File: src/rtl/mda_vram_arbiter.sv
// Arbitrates one single-port synchronous text RAM between display scanout, a host port and a
// screen-fill engine. Display has fixed priority and a fixed 3-cycle read latency.
module mda_vram_arbiter #(
    parameter int ADDR_W       = 11,
    parameter int DATA_W       = 16,
    parameter int DEPTH        = 2000,
    parameter int STARVE_LIMIT = 64
) (
    input  logic              clock,
    input  logic              reset_n,
    input  logic              disp_req,
    input  logic [ADDR_W-1:0] disp_addr,
    output logic              disp_rvalid,
    output logic [DATA_W-1:0] disp_rdata,
    input  logic              host_valid,
    output logic              host_ready,
    input  logic              host_we,
    input  logic [ADDR_W-1:0] host_addr,
    input  logic [DATA_W-1:0] host_wdata,
    output logic              host_rvalid,
    output logic [DATA_W-1:0] host_rdata,
    output logic              host_starved,
    input  logic              fill_start,
    input  logic [DATA_W-1:0] fill_data,
    output logic              fill_busy,
    output logic              ram_en,
    output logic              ram_we,
    output logic [ADDR_W-1:0] ram_addr,
    output logic [DATA_W-1:0] ram_wdata,
    input  logic [DATA_W-1:0] ram_rdata
);

    typedef enum logic [1:0] {TAG_NONE, TAG_DISP, TAG_HOST} tag_t;
    typedef enum logic {S_IDLE, S_FILL} fill_state_t;

    localparam int CNT_W = $clog2(STARVE_LIMIT + 1);

    fill_state_t       fill_state;
    logic [ADDR_W-1:0] fill_ptr;
    logic [DATA_W-1:0] fill_value;
    tag_t              tag_ram;
    tag_t              tag_data;
    logic [CNT_W-1:0]  starve_cnt;
    logic              host_accept;
    logic              fill_grant;

    // Handshake: a host transfer happens in a cycle where host_valid and host_ready are both
    // high; the host must hold we/addr/wdata stable until then. Display simply pre-empts it.
    assign host_ready  = host_valid & ~disp_req;
    assign host_accept = host_ready;
    assign fill_grant  = (fill_state == S_FILL) & ~disp_req & ~host_valid;
    assign fill_busy   = (fill_state == S_FILL);

    always_ff @(posedge clock or negedge reset_n) begin
        if (!reset_n) begin
            ram_en    <= 1'b0;
            ram_we    <= 1'b0;
            ram_addr  <= '0;
            ram_wdata <= '0;
            tag_ram   <= TAG_NONE;
        end else begin
            ram_en  <= disp_req | host_accept | fill_grant;
            ram_we  <= 1'b0;
            tag_ram <= TAG_NONE;
            if (disp_req) begin
                ram_addr <= disp_addr;
                tag_ram  <= TAG_DISP;
            end else if (host_accept) begin
                ram_addr  <= host_addr;
                ram_we    <= host_we;
                ram_wdata <= host_wdata;
                tag_ram   <= host_we ? TAG_NONE : TAG_HOST;
            end else if (fill_grant) begin
                ram_addr  <= fill_ptr;
                ram_we    <= 1'b1;
                ram_wdata <= fill_value;
            end
        end
    end

    // The owner tag follows the read one stage behind the RAM command, lining up with ram_rdata.
    always_ff @(posedge clock or negedge reset_n) begin
        if (!reset_n) begin
            tag_data    <= TAG_NONE;
            disp_rvalid <= 1'b0;
            disp_rdata  <= '0;
            host_rvalid <= 1'b0;
            host_rdata  <= '0;
        end else begin
            tag_data    <= tag_ram;
            disp_rvalid <= (tag_data == TAG_DISP);
            host_rvalid <= (tag_data == TAG_HOST);
            if (tag_data == TAG_DISP) disp_rdata <= ram_rdata;
            if (tag_data == TAG_HOST) host_rdata <= ram_rdata;
        end
    end

    always_ff @(posedge clock or negedge reset_n) begin
        if (!reset_n) begin
            fill_state <= S_IDLE;
            fill_ptr   <= '0;
            fill_value <= '0;
        end else begin
            case (fill_state)
                S_IDLE: begin
                    if (fill_start) begin
                        fill_state <= S_FILL;
                        fill_ptr   <= '0;
                        fill_value <= fill_data;
                    end
                end
                S_FILL: begin
                    if (fill_grant) begin
                        fill_ptr <= fill_ptr + ADDR_W'(1);
                        if (fill_ptr == ADDR_W'(DEPTH - 1)) fill_state <= S_IDLE;
                    end
                end
                default: fill_state <= S_IDLE;
            endcase
        end
    end

    always_ff @(posedge clock or negedge reset_n) begin
        if (!reset_n) begin
            starve_cnt   <= '0;
            host_starved <= 1'b0;
        end else begin
            if (!host_valid || host_accept) begin
                starve_cnt <= '0;
            end else if (starve_cnt != CNT_W'(STARVE_LIMIT)) begin
                starve_cnt <= starve_cnt + CNT_W'(1);
                if (starve_cnt == CNT_W'(STARVE_LIMIT - 1)) host_starved <= 1'b1;
            end
        end
    end

endmodule

File: config.mk
export PLATFORM = sky130hd
export DESIGN_NAME = mda_vram_arbiter
export DESIGN_NICKNAME = d
export VERILOG_FILES = /design/src/rtl/mda_vram_arbiter.sv
export SDC_FILE = /design/constraint.sdc
export NUM_CORES = 1
export LEC_CHECK = 0
export CAP_MARGIN = 20
export CORE_ASPECT_RATIO = 0.8
export CORE_UTILIZATION = 42
export CTS_CLUSTER_SIZE = 8
export DETAILED_ROUTE_END_ITERATION = 8
export PLACE_DENSITY_LB_ADDON = 0.12
export SYNTH_ARGS = -nofsm -noshare
export SYNTH_HDL_FRONTEND = slang
export SYNTH_SLANG_ARGS = --single-unit
File: constraint.sdc
create_clock -name clock -period 1.6 [get_ports clock]
set_input_delay 0.16 -clock clock [delete_from_list [all_inputs] [get_ports clock]]
set_output_delay 0.16 -clock clock [all_outputs]
set_load 0.02 [all_outputs]
Word level (Yosys, flattened, before mapping)
Index checks and enable logic that the tools add are counted.
- register bits after elaboration: 103
- output and inout bits: 66
- add/sub/neg operators: 2
- eq/ne operators: 7
- mux-type cells: 20
- bitwise logic cells: 9
- reduce and logical (&&, ||, !) cells: 9
- operators with widths (kind ; number):
    2-to-1 mux 11 bit ; 5
    2-to-1 mux 16 bit ; 2
    case mux 11 bit (2 select lines) ; 1
    2-to-1 mux 7 bit ; 2
    adder 11 x 1 -> 11 bit, second input constant ; 1
    equality test 11 bit, second input constant ; 1
    adder 7 x 1 -> 7 bit, second input constant ; 1
    equality test 7 x 6 -> 1 bit, second input constant ; 1
    inequality test 7 bit, second input constant ; 1
    2-to-1 mux 1 bit ; 6
    2-to-1 mux 2 bit ; 3
    AND reduction 2 bit ; 3
    inverter 1 bit ; 4
    nonzero test 2 bit ; 2
    AND 1 bit ; 3
    AND reduction 3 bit ; 1
    nonzero test 3 bit ; 1
    equality test 2 x 1 -> 1 bit, second input constant ; 1
    equality test 2 bit, second input constant ; 1
    inequality test 2 x 1 -> 1 bit, second input constant ; 1
    inequality test 2 bit, second input constant ; 1
    bitwise OR 1 bit ; 2
    case mux 1 bit (2 select lines) ; 1
    zero test 1 bit ; 1
    logical OR 1 bit ; 1

Longest topological paths before layout
Gate-level depths: netlist (run 1).
- word-level depth: 6
- mapped depth: 6

Least setup slack after synthesis (run 1)
No wires, ideal clock.
- kind: reg-to-reg
- start: register fill_state (netlist: fill_busy)
- end: register fill_ptr[7]
- setup time: 0.119 ns
- arrival: 1.504 ns
- slack: -0.023 ns
- cell stages (with the launch flop): 5
- period minus slack after synthesis: 1.623 ns
- cells stage by stage: dfrtp_1 > or3b_1 > buf_2 > o31a_1 > o21a_1
- word-level cells in the longest chain between the ends: 4
- elaborated cells between the ends (all ways): 7
- classes of those cells: eq/ne: 2; mux: 1; bitwise: 3; reduce/logical: 1
- ends and longest elaborated chain (element ; RTL line ; source):
    start, declared ; 38 ; fill_state_t fill_state;
    start signal, assigned ; 100 ; fill_state <= S_IDLE;
    start signal, assigned ; 107 ; fill_state <= S_FILL;
    start signal, assigned ; 115 ; if (fill_ptr == ADDR_W'(DEPTH - 1)) fill_state <= S_IDLE;
    AND 1 bit (2 in a row) ; 51 ; assign fill_grant = (fill_state == S_FILL) & ~disp_req & ~host_valid;
    inequality test 2 x 1 -> 1 bit (no line) ; -- ;
    AND reduction 2 bit (no line) ; -- ;
    end signal, assigned ; 114 ; fill_ptr <= fill_ptr + ADDR_W'(1);
    end, declared ; 39 ; logic [ADDR_W-1:0] fill_ptr;
Parallel ways exist; a longest one is shown, timed or not.
A chain may end at the register's enable or synchronous reset.

Worst setup path after layout (run 1)
- start: input port host_valid
- end: register fill_ptr[6]
- word-level cells in the longest chain between the ends: 4
- ends and longest elaborated chain (element ; RTL line ; source):
    start, declared ; 15 ; input logic host_valid,
    inverter 1 bit ; 51 ;
    AND 1 bit ; 51 ;
    inequality test 2 x 1 -> 1 bit (no line) ; -- ;
    AND reduction 2 bit (no line) ; -- ;
Every way passes these cells.

==> run metrics, run 1 <==
Async S/R FF share, synth 1.00; part of the power in registers 0.429; Cells after Synth 389; part of the cycle the worst path needs 0.942; CTS tree built; Residual DRC 0; ANT nets after route 0; R2R Setup Slk 0.10 ns; root buf cell clkbuf_16; vias in the first global route 3344; Worst-Skew Late Latency 0.34 ns; vias post-DR 3386; Syn Std Cell Area 4410 sq um; clock skew 0.00624 ns; area of the die 10900 sq um; Slew Limit Fails 0; Clock Path Buffers 2; ys flop type dfrtp_1; CP Capture Type flip-flop; Final Hold Viols 0; starting density of the core 0.431; register clock-pin slew on the reported worst setup and hold paths 0.07 ns; GRT overflow 0; critical path launch point type input pin; setup bufs post-CTS 0; kind of critical path input pin to flip-flop; Final Core Density 0.638; top cells by area, synth dfrtp_1, mux2_2, nand2_1, mux2i_1, o21ai_0; sequential share of the synthesized area 0.584; worst setup margin 0.0932 ns; clk sink count 103; initial antenna violation count 0; FILL cells 866; CP required 1.87 ns; MaxCap Viol Count 0; Final Net Count 627; outcome finished clean; DR WL/cell 15.0 microns; Area Overhead vs Synth 48.0%; placed cell area 6180 sq um; # port buffers 141; Antenna diodes 0; Synth cell types 34; most common cell after layout, fill and taps aside clkdlybuf4s50_1; cell taking the most area after synthesis dfrtp_1; vias per inst 4.89; achievable clock frequency 0.664 GHz; # setup viols final 0; hpwl dp 7.55 mm; Post-synth EDFFs 0; Mapped Avg Cell Area 11.3 sq um; commonest non-fill, non-tap cells in the layout clkdlybuf4s50_1, dfrtp_1, nand2_1, mux2_2, o21ai_0; GRT Total Usage 0.203; flops & latches, synth 103; R2R cell count 3; Slew @ Worst Pin 0.454 ns; top-level port count 142; Leak 2.84 nW; P_sw 0.00192 W; Synth top area share 0.584; Rel. slew slack 0.698; Gate power share 0.228; crit path DAT 1.77 ns; CORE AREA 10200 sq um; DP Worst Slack -0.241 ns; VDD IR max 0.574 mV; Sum Neg Setup Slack 0 ns; Rows 33; share of cells above drive strength 1 0.165; worst hold slack 0.293 ns; final instance area 6530 sq um; H-tree depth 3; first-pass GRT wire length 16.6 mm; DIE HEIGHT 93.7 microns; worst hold path class input pin to asynchronous set/reset pin; fin crit period 1.51 ns; TritonRoute pass-1 iters 4; Switching Fraction 0.262; largest net degree at the start of global routing 41; Warnings, synthesis 0; PwrDens 1120 nW/um^2; Final Wtd Congestion 0.800; post-synthesis net count 468; RSZ-0062 raised after global routing false; CTS Buf Count 9; DRT iter0 DRCs 139; WL final 10.4 mm; CP Max Fanout 7; Clock Power Share 0.343; internal power component 0.00540 W; Die W 117 microns
-- state kept, by name (all words and copies together) (netlist names) --
name          cells
disp_rdata       16
fill_value       16
host_rdata       16
ram_wdata        16
fill_ptr         11
ram_addr         11
starve_cnt        7
tag_data          2
tag_ram           2
disp_rvalid       1
fill_busy         1
host_rvalid       1
host_starved      1
ram_en            1
ram_we            1
-- what timing repair did --
item | 4_1_cts | 5_1_grt
endpoints found under the hold margin | 27 | 0
gates resized for setup | 2 | 0
hold buffers | 1 | 0
endpoints found under the setup margin | 2 | 0
-- per-stage QoR --
step / total power (W) / instances
after floorplan: 0.00390 / 389
after global placement: 0.00481 / 676
after detailed placement: 0.00486 / 676
after CTS: 0.00740 / 693
after global routing: 0.00767 / 693
final: 0.00731 / 693
-- critical path, stage by stage --
cell             delay [ns]
clkdlybuf4s50_1        0.52
buf_4                  0.23
nand4bb_1              0.20
buf_4                  0.17
or3_1                  0.33
a21oi_1                0.16
-- final cells by class --
type | instances | area [sq um] | area share
well taps | 140 | 175 | 0.0268
clock buffers | 11 | 243 | 0.0372
multi-input cells | 259 | 1730 | 0.264
repair buffers | 169 | 1680 | 0.258
clock inverters | 5 | 104 | 0.0159
inverters | 6 | 22.5 | 0.00345
flip-flops and latches | 103 | 2580 | 0.395
-- routing by layer --
| layer | vias up | global-route usage | wire length [microns] |
|---|---|---|---|
| met3 | 15 | 0.0542 | 494 |
| met4 | 0 | 0.0770 | 162 |
| met2 | 80 | 0.329 | 5070 |
| li1 | 1662 | - | - |
| met5 | - | 0 | 0 |
| met1 | 1629 | 0.260 | 4700 |
-- cell families after synthesis --
| logic type | count (synthesis) | synth area share |
|---|---|---|
| xor gates and xnor gates | 2 | 0.00397 |
| AOI/OAI and AO/OA | 55 | 0.0703 |
| muxes | 72 | 0.176 |
| and+or+nand+nor | 127 | 0.131 |
| adders and majority gates | 3 | 0.00851 |
| buffers and inverters | 27 | 0.0261 |
| DFF | 103 | 0.584 |
-- cell usage after synthesis (3+ instances only) --
master    instances
dfrtp_1         103
nand2_1          88
mux2_2           43
o21ai_0          37
mux2i_1          29
clkbuf_1         12
buf_2             8
a21oi_1           7
inv_1             6
nand3_1           6
or3_1             6
nor2b_1           5
nand2b_1          4
nand4_1           4
ha_1              3
nor2_1            3
-- worst paths after layout --
| kind | start | to |
|---|---|---|
| min reg2reg | tag_ram[1]$_DFF_PN0_ | tag_data[1]$_DFF_PN0_ |
| min in group clock | fill_data[11] | fill_value[11]$_DFFE_PN0P_ |
| max in group asynchronous | reset_n | fill_busy$_DFF_PN0_ |
| max reg2reg | starve_cnt[3]$_DFFE_PN0P_ | starve_cnt[1]$_DFFE_PN0P_ |
| max | host_valid | fill_ptr[6]$_DFFE_PN0P_ |
| min | reset_n | starve_cnt[1]$_DFFE_PN0P_ |
-- power groups by stage --
| stage | clock network (W) | logic (W) | registers, W |
|---|---|---|---|
| finish | 0.00251 | 0.00167 | 0.00314 |
| global route | 0.00269 | 0.00180 | 0.00318 |
| CTS | 0.00258 | 0.00168 | 0.00314 |
| detailed placement | 0 | 0.00168 | 0.00319 |
| global placement | 0 | 0.00164 | 0.00316 |
| floorplan | 0 | 0.000444 | 0.00346 |
Note: power is estimated with default switching activity, not from simulation.
==> run 2: changes to the inputs <==
Settings changed: CTS_CLUSTER_SIZE 8 to not set, PLACE_DENSITY set to 0.77, PLACE_DENSITY_LB_ADDON 0.12 to not set.
Clock period 1.6 ns to 1.2 ns, I/O delays scaled along.
==> run 2 against run 1 <==
The run now ends with setup timing left; sequential power up 36%; final area grew 11%; via count is 10% higher; register-to-register slack got worse by 0.36 ns; critical path depth is 3 lower; worst hold slack improved by 0.0034 ns; worst setup slack worse by 0.35 ns; clock skew up 0.0019 ns; sequential share of layout area fell by 3.8 points; cell count increased by 5.8%; utilization is 6.8 points higher; highest routed layer unchanged.
==> run metrics, run 2 (same netlist as run 1, synthesis figures left out) <==
Leak 3.38 nW (+19%); clock skew 0.00815 ns (+0.00191 ns); # setup viols final 61 (+61); hpwl dp 7.79 mm (+3.2%); Final Wtd Congestion 0.853 (+6.5%); DP Worst Slack -0.584 ns (-0.343 ns); fin crit period 1.46 ns; TritonRoute pass-1 iters 4 (unchanged); worst hold path class input pin to flip-flop; WL final 12.9 mm (+24%); Slew @ Worst Pin 0.423 ns (-0.0310 ns); Antenna diodes 0 (unchanged); MaxCap Viol Count 0 (unchanged); CP required 1.47 ns (-0.40 ns); final cell count without fillers 733 (+5.8%); Min-Delay Path Depth 3; Worst-Skew Late Latency 0.35 ns (about the same); kind of critical path flip-flop to flip-flop; H-tree depth 3 (unchanged); P_sw 0.00296 W (+55%); CTS Buf Count 9 (unchanged); Clock Path Buffers 2 (unchanged); Rel. slew slack 0.718 (+0.0206); CORE AREA 10200 sq um (unchanged); Residual DRC 0 (unchanged); part of the power in registers 0.434 (+0.005); Die W 117 microns (unchanged); Slew Limit Fails 0 (unchanged); GRT Total Usage 0.230 (+0.0266); Final Core Density 0.706 (+0.0683); Switching Fraction 0.301 (+0.0391); Area Overhead vs Synth 63.9%; DR WL/cell 17.6 microns (+17%); first-pass GRT wire length 18.9 mm (+14%); failing checks setup timing; commonest non-fill, non-tap cells in the layout dfrtp_1, clkdlybuf4s50_1, nand2_1, buf_4, mux2i_1; DIE HEIGHT 93.7 microns (unchanged); most common cell after layout, fill and taps aside dfrtp_1; Gate power share 0.260 (+0.032); CP Max Fanout 2 (-5); CP Capture Type flip-flop; crit path DAT 1.73 ns (-0.04 ns); Final Net Count 667 (+6.4%); ANT nets after route 0 (unchanged); Clock Power Share 0.306 (-0.037); root buf cell clkbuf_16; DRT iter0 DRCs 247 (+78%); Sum Neg Setup Slack -6.10 ns (-6.10 ns); top-level port count 142 (unchanged); part of the cycle the worst path needs 1.21; CTS tree built; # port buffers 141 (unchanged); VDD IR max 0.862 mV (+50%); area of the die 10900 sq um (unchanged); R2R cell count 3 (unchanged); vias in the first global route 3886 (+16%); outcome complete, but fails checks; worst setup margin -0.258 ns (-0.351 ns); Placed Cells 698 (+3.3%); achievable clock frequency 0.686 GHz; register clock-pin slew on the reported worst setup and hold paths 0.07 ns (about the same); largest net degree at the start of global routing 70 (+71%); clk sink count 103 (unchanged); Rows 33 (unchanged); critical path launch point type flip-flop; share of cells above drive strength 1 0.349 (+0.185); starting density of the core 0.431 (unchanged); vias per inst 5.09 (+4.1%); Final Hold Viols 0 (unchanged); GRT overflow 0 (unchanged); internal power component 0.00688 W (+27%); PwrDens 1360 nW/um^2 (+22%); RSZ-0062 raised after global routing true; vias post-DR 3729 (+10%); initial antenna violation count 0 (unchanged)
[run 2: worst paths after layout]
path | start | to | slack [ns]
max | starve_cnt[5]$_DFFE_PN0P_ | starve_cnt[1]$_DFFE_PN0P_ | -0.26
min | fill_data[4] | fill_value[4]$_DFFE_PN0P_ | 0.30
max reg2reg | starve_cnt[5]$_DFFE_PN0P_ | starve_cnt[1]$_DFFE_PN0P_ | -0.26
min reg2reg | tag_ram[0]$_DFF_PN0_ | tag_data[0]$_DFF_PN0_ | 0.35
max in group asynchronous | reset_n | host_rdata[13]$_DFFE_PN0P_ | 0.52
min in group asynchronous | reset_n | fill_value[11]$_DFFE_PN0P_ | 0.35
[run 2: what timing repair did]
action	in CTS	in global routing
setup endpoints to repair	130	126
cloned	4	4
hold buffers	1	0
resized for setup	157	122
setup buffers	12	5
pin swaps	28	10
hold endpoints to repair	103	0
[run 2: stage by stage]
stage          hold slack, ns  total power [W]  area, sq um
5_1_grt                 0.296           0.0102         7230
3_5_place_dp            0.178          0.00659         6360
4_1_cts                 0.288          0.00957         6990
3_3_place_gp            0.177          0.00651         6360
2_1_floorplan          -0.176          0.00525         4520
6_report                0.297          0.00984         7230
[run 2: layout make-up]
cell class	count	area [sq um]
Fill cell	741	3010
Sequential cell	103	2580
Multi-Input combinational cell	259	2140
Timing Repair Buffer	209	2000
Clock buffer	9	225
Tap cell	140	175
Clock inverter	7	77.6
Inverter	6	22.5
[run 2: power groups by stage]
stage | registers, W | logic, W | clock network (W)
3_5_place_dp | 0.00425 | 0.00234 | 0
2_1_floorplan | 0.00461 | 0.000640 | 0
5_1_grt | 0.00432 | 0.00273 | 0.00319
4_1_cts | 0.00419 | 0.00231 | 0.00307
3_3_place_gp | 0.00423 | 0.00228 | 0
6_report | 0.00427 | 0.00255 | 0.00301
[run 2: worst max-delay path, cell delays in order (launching register included)]
cell     delay (ns)
dfrtp_1        0.38
or4_4          0.55
or3_1          0.33
a21oi_1        0.13
[run 2: metal layers]
metal	up-vias	part of all wire	track usage
li1	1745	-	-
met1	1840	0.41	0.278
met2	127	0.52	0.393
met3	17	0.056	0.0568
met4	0	0.015	0.0897
met5	-	0	0
